[src/rtl/if_id_stage.sv]
// IF/ID pipeline register: pairs IMEM words with their fetch PC, absorbs decode stalls
// with a one-entry skid buffer and inserts NOP bubbles on flush. Optional macro: IF_ID_IMM_DECODE_EN.
module if_id_stage #(
    parameter logic [31:0] NOP_INSN = 32'h0000_0013,
    parameter int          PC_W     = 32
) (
    input  logic            CLK,
    input  logic            RST,
    input  logic [PC_W-1:0] PC_IN,
    input  logic [31:0]     IR_IN,
    input  logic            STALL,
    input  logic            FLUSH,
    output logic            FETCH_EN,
    output logic            OUT_VALID,
    output logic [PC_W-1:0] OUT_PC,
    output logic [PC_W-1:0] OUT_PC4,
    output logic [31:0]     OUT_IR,
    output logic [6:0]      OUT_OPCODE,
    output logic [4:0]      OUT_RD,
    output logic [4:0]      OUT_RS1,
    output logic [4:0]      OUT_RS2,
    output logic [31:0]     OUT_IMM
);
    typedef enum logic [0:0] {
        ST_RUN  = 1'b0,
        ST_HOLD = 1'b1
    } state_e;

    state_e          state_q, state_d;
    logic [PC_W-1:0] a_pc_q, a_pc_d;
    logic            a_v_q, a_v_d;
    logic [31:0]     s_ir_q, s_ir_d;
    logic            valid_q, valid_d;
    logic [PC_W-1:0] pc_q, pc_d;
    logic [PC_W-1:0] pc4_q, pc4_d;
    logic [31:0]     ir_q, ir_d;
    logic            fetch_en_s;
    logic            load_s;
    logic [31:0]     load_word_s;

    // A flush must fetch the redirect target even while decode is stalled.
    assign fetch_en_s = ~STALL | FLUSH;
    assign FETCH_EN   = fetch_en_s;

    // Address-phase register: remembers which PC the word on IR_IN belongs to.
    always_comb begin
        if (fetch_en_s) begin
            a_pc_d = PC_IN;
            a_v_d  = ~FLUSH;
        end else begin
            a_pc_d = a_pc_q;
            a_v_d  = a_v_q;
        end
    end

    // Skid FSM: selects when IF/ID loads and whether from IMEM or the skid word.
    always_comb begin
        state_d     = state_q;
        s_ir_d      = s_ir_q;
        load_s      = 1'b0;
        load_word_s = IR_IN;
        if (FLUSH) begin
            state_d = ST_RUN;
        end else begin
            case (state_q)
                ST_RUN: begin
                    if (STALL) begin
                        // IMEM output is only good for one cycle, so capture it now.
                        s_ir_d  = IR_IN;
                        state_d = ST_HOLD;
                    end else begin
                        load_s      = 1'b1;
                        load_word_s = IR_IN;
                    end
                end
                ST_HOLD: begin
                    if (STALL) begin
                        state_d = ST_HOLD;
                    end else begin
                        load_s      = 1'b1;
                        load_word_s = s_ir_q;
                        state_d     = ST_RUN;
                    end
                end
                default: begin
                    state_d = ST_RUN;
                end
            endcase
        end
    end

    // IF/ID register next state: bubble on flush, load on release, otherwise hold.
    always_comb begin
        valid_d = valid_q;
        pc_d    = pc_q;
        pc4_d   = pc4_q;
        ir_d    = ir_q;
        if (FLUSH) begin
            valid_d = 1'b0;
            ir_d    = NOP_INSN;
        end else if (load_s) begin
            valid_d = a_v_q;
            pc_d    = a_pc_q;
            pc4_d   = a_pc_q + PC_W'(32'd4);
            ir_d    = a_v_q ? load_word_s : NOP_INSN;
        end else begin
            valid_d = valid_q;
            ir_d    = ir_q;
        end
    end

    // State registers with asynchronous active-low reset.
    always_ff @(posedge CLK or negedge RST) begin
        if (!RST) begin
            state_q <= ST_RUN;
            a_pc_q  <= '0;
            a_v_q   <= 1'b0;
            s_ir_q  <= NOP_INSN;
            valid_q <= 1'b0;
            pc_q    <= '0;
            pc4_q   <= PC_W'(32'd4);
            ir_q    <= NOP_INSN;
        end else begin
            state_q <= state_d;
            a_pc_q  <= a_pc_d;
            a_v_q   <= a_v_d;
            s_ir_q  <= s_ir_d;
            valid_q <= valid_d;
            pc_q    <= pc_d;
            pc4_q   <= pc4_d;
            ir_q    <= ir_d;
        end
    end

    assign OUT_VALID  = valid_q;
    assign OUT_PC     = pc_q;
    assign OUT_PC4    = pc4_q;
    assign OUT_IR     = ir_q;
    assign OUT_OPCODE = ir_q[6:0];
    assign OUT_RD     = ir_q[11:7];
    assign OUT_RS1    = ir_q[19:15];
    assign OUT_RS2    = ir_q[24:20];

`ifdef IF_ID_IMM_DECODE_EN
    function automatic logic [31:0] imm_decode(input logic [31:0] ir);
        logic [31:0] imm;
        case (ir[6:0])
            7'b0010011, 7'b0000011, 7'b1100111: imm = {{20{ir[31]}}, ir[31:20]};
            7'b0100011: imm = {{20{ir[31]}}, ir[31:25], ir[11:7]};
            7'b1100011: imm = {{19{ir[31]}}, ir[31], ir[7], ir[30:25], ir[11:8], 1'b0};
            7'b0110111, 7'b0010111: imm = {ir[31:12], 12'h000};
            7'b1101111: imm = {{11{ir[31]}}, ir[31], ir[19:12], ir[20], ir[30:21], 1'b0};
            default: imm = 32'h0000_0000;
        endcase
        return imm;
    endfunction

    logic [31:0] imm_q, imm_d;

    // Immediate tracks whatever word IF/ID is about to hold.
    always_comb begin
        imm_d = imm_decode(ir_d);
    end

    // Immediate register, reset to the NOP's immediate.
    always_ff @(posedge CLK or negedge RST) begin
        if (!RST) begin
            imm_q <= 32'h0000_0000;
        end else begin
            imm_q <= imm_d;
        end
    end

    assign OUT_IMM = imm_q;
`else
    assign OUT_IMM = 32'h0000_0000;
`endif

endmodule
[config.mk]
export PLATFORM = sky130hd
export DESIGN_NAME = if_id_stage
export DESIGN_NICKNAME = d
export VERILOG_FILES = /design/src/rtl/if_id_stage.sv
export SDC_FILE = /design/constraint.sdc
export NUM_CORES = 1
export LEC_CHECK = 0
export ABC_CLOCK_PERIOD_IN_PS = 3550
export CAP_MARGIN = 20
export CORE_MARGIN = 2
export CORE_UTILIZATION = 51
export DETAILED_ROUTE_END_ITERATION = 12
export PLACE_DENSITY = 0.86
export SETUP_SLACK_MARGIN = 0.15
export SYNTH_ARGS = -nofsm -noshare
export SYNTH_HDL_FRONTEND = slang
export SYNTH_SLANG_ARGS = --single-unit
[constraint.sdc]
create_clock -name CLK -period 3.55 [get_ports CLK]
set_input_delay 0.5325 -clock CLK [delete_from_list [all_inputs] [get_ports CLK]]
set_output_delay 0.5325 -clock CLK [all_outputs]
set_load 0.03 [all_outputs]
==> results.py <==
metrics = {
    "global_route": {
        "grt_overflow_total": 0,
        "grt_pass1_wl_um": 28000,
        "antenna_found_initial": 0,
        "grt_pass1_vias": 5604,
        "grt_usage": 0.239,
        "grt_max_degree": 77,
    },
    "layout": {
        "diodes": 0,
        "multi_input_area_um2": 2790,
        "final_layout_size_suffix_gt1_frac": 0.106,
        "n_fill_cell": 1053,
        "syn_to_final_growth_pct": 31.2,
        "layout_common_cells": "219 x nand2_1, 186 x clkdlybuf4s50_1, 154 x dfrtp_1",
        "final_common_cell": "nand2_1",
        "regArea_um2": 4040,
        "final_cells": 1076,
        "fin_nets": 952,
        "post-route-util": 0.691,
    },
    "placed_design": {
        "dp_hpwl_um": 12000,
        "dp_cells": 1044,
        "place_congestion": 0.804,
        "port_buffers": 187,
    },
    "critical_path": {
        "path_common_cell": "clkdlybuf4s50_1",
        "crit_arrival_ns": 2.13,
        "reg2regPathDepth": 4,
        "cp-start-kind": "input port",
        "max_stage_delay_ns": 0.73,
        "worstPathCellList": "clkdlybuf4s50_1, nand2b_2, clkdlybuf4s50_1",
        "slowest_stage": "clkdlybuf4s50_1",
        "ff2ff_setup_slack_ns": 1.41,
        "cp_top_family": "buffers and inverters",
        "path_buf_inv": 2,
        "worstSetupPathType": "in -> out",
        "worst-path-max-fanout": 9,
        "rr_startpoint": "a_pc_q[4]",
        "rr_endpoint": "OUT_PC4[31]",
        "critPathCaptureType": "output pin",
        "cp.required_ns": 3.02,
    },
    "yosys": {
        "syn_area_per_cell_um2": 10.0,
        "synth_compound_area_frac": 0.0707,
        "synth_top_family_by_area": "simple AND/OR/NAND/NOR gates",
        "synthAdderAreaFrac": 0.00170,
        "ys_ff_latch": 161,
        "netlist_instances": 735,
        "synth-edff-count": 0,
        "ys_top_cells_by_area": "dfrtp_1 52%, nand2_1 11%, buf_4 5.8%",
        "ys_dominant_reg_cell": "dfrtp_1",
        "yosysUniqueCellTypes": 43,
        "yosys_warnings": 0,
        "synth_top_area_cell": "dfrtp_1",
        "synth_top_area_frac": 0.523,
        "synthArstFlopShare": 1.00,
        "synth_area_um2": 7360,
        "synthMuxAreaShare": 0.0929,
        "synth_xor_area_frac": 0.0143,
        "ys_seq_area_frac": 0.548,
        "yosys.area_share.simple": 0.180,
    },
    "sta": {
        "fin_crit_ns": 2.66,
        "setup_tns_ns": 0,
        "relSlewSlack": 0.309,
        "rsz0062_at_grt": "no",
        "drv_slew": 0,
        "worst_hold_slack_ns": 0.121,
        "worst_pin_slew_ns": 1.03,
        "period_share": 0.751,
        "timing.fmax_mhz": 375,
        "skew_ns": 0.00736,
        "hold_viol": 0,
        "setup-violations-final": 0,
    },
    "pwr": {
        "p_sw_w": 0.00146,
        "internal_power_w": 0.00372,
        "clkPwrFrac": 0.374,
        "power_w": 0.00519,
        "swShare": 0.282,
        "power_frac_comb": 0.198,
        "seq_power_share": 0.428,
        "ir_drop_v": 0.000285,
        "powerDensity_nw_per_um2": 537,
        "leakage_nw": 4.42,
    },
    "drt": {
        "dr.first_iter.drc_count": 432,
        "finalWirelength_um": 17800,
        "drtAntennaViolNets": 0,
        "via_count": 5742,
        "post_drt_wl_per_cell_um": 16.5,
        "viasPerCell": 5.34,
        "route.detailed.drc": 0,
        "first_pass_iters": 5,
    },
    "run": {
        "max_cap_viol_count": 0,
    },
    "cts": {
        "cts_root_buffer": "clkbuf_16",
        "cts-htree-levels": 4,
        "cts.sinks": 161,
        "cts-buffers-inserted": 17,
        "cts_buffer_depth": 2,
        "cts_tree": "yes",
        "clk_pin_slew_ns": 0.06,
        "insertion_delay_ns": 0.42,
        "cts_setup_buffers": 0,
        "cts_resized": 0,
        "cts.hold.buffers_added": 0,
    },
    "floorplanning": {
        "std_cell_rows": 43,
        "die_area_um2": 15400,
        "die_w_um": 124,
        "die_y_um": 124,
        "io_pins": 220,
        "core_um2": 14000,
        "start_util": 0.526,
    },
    "hold_path": {
        "hold_path_class": "in -> async",
    },
    "outcome": {
        "status": "completed",
    },
}
[registers in the layout, summed over array words and instances (netlist names)]
| signal | count |
|---|---|
| s_ir_q | 32 |
| a_v_q | 1 |
| OUT_VALID | 1 |
| a_pc_q | 32 |
| OUT_PC | 32 |
| state_q | 1 |
| OUT_IR | 32 |
| OUT_PC4 | 30 |
[per-layer routing]
layer / routed length [um] / vias up / global-route usage
met2: 8830 / 229 / 0.394
met5: 0 / - / 0
met4: 420 / 0 / 0.0941
met1: 7180 / 2812 / 0.301
met3: 1360 / 32 / 0.0618
li1: - / 2669 / -
[power by group through the flow]
stage	sequential (W)	clock [W]	combinational [W]
floorplan	0.00243	0	0.000411
global placement	0.00223	0	0.00101
detailed placement	0.00225	0	0.00103
CTS	0.00222	0.00197	0.00104
global route	0.00224	0.00205	0.00111
finish	0.00222	0.00194	0.00103
[layout make-up]
cell class	instances	area share
Clock buffer	22	0.0491
Clock inverter	10	0.0162
Inverter	7	0.00272
Multi-Input combinational cell	499	0.289
Sequential cell	161	0.418
Tap cell	180	0.0233
Timing Repair Buffer	197	0.202
[Yosys cell counts, types with 2 or more instances]
library cell and count:
a21o_1 3, inv_1 7, a31oi_1 12, buf_4 57, buf_6 5, xnor2_1 6, nor3_1 6, buf_2 5
mux2i_1 29, dfstp_2 7, and4_1 5, nand2b_1 3, o22a_1 3, or4_1 8, dfrtp_1 154, a22oi_1 3
clkbuf_1 30, nand4_1 8, a21oi_1 2, and2_1 4, o21ai_0 59, nand2_1 219, or3_1 5, and3_1 3
nand3_1 14, nand4_4 2, nor2_1 14, mux2_2 35, o31ai_1 7, or2_2 2, xor2_1 6
[worst max path at each step]
stage,cells past startpoint,slack [ns],end,start
floorplan,5,1.67,OUT_PC4[31],STALL
global placement,3,0.91,FETCH_EN,FLUSH
detailed placement,3,0.90,FETCH_EN,FLUSH
CTS,3,0.88,FETCH_EN,FLUSH
global route,3,0.83,FETCH_EN,FLUSH
finish,3,0.89,FETCH_EN,FLUSH
[worst reg2reg max path, cell delays in order (launching register included)]
cell and delay [ns]:
dfrtp_1 0.50, nand4_1 0.41, or3_1 0.54, or4_1 0.50
o211ai_1 0.10
[through the flow]
| stage | area [um^2] | worst slack, ns |
|---|---|---|
| 4_1_cts | 9660 | 0.881 |
| 3_5_place_dp | 9030 | 0.896 |
| 3_3_place_gp | 9030 | 0.908 |
| 2_1_floorplan | 7480 | 1.67 |
| 6_report | 9660 | 0.885 |
| 5_1_grt | 9660 | 0.826 |
[kinds of logic (layout without fill, tap and decap cells)]
group	count (synthesis)	after routing
AO/OA/AOI/OAI	91	91
AND/OR/NAND/NOR	299	299
adder cells (fa/ha/maj)	1	1
flip-flops	161	161
multiplexers	64	64
XOR/XNOR	12	12
buffers and inverters	106	236
other	1	32
Note: power is estimated with default switching activity, not from simulation.
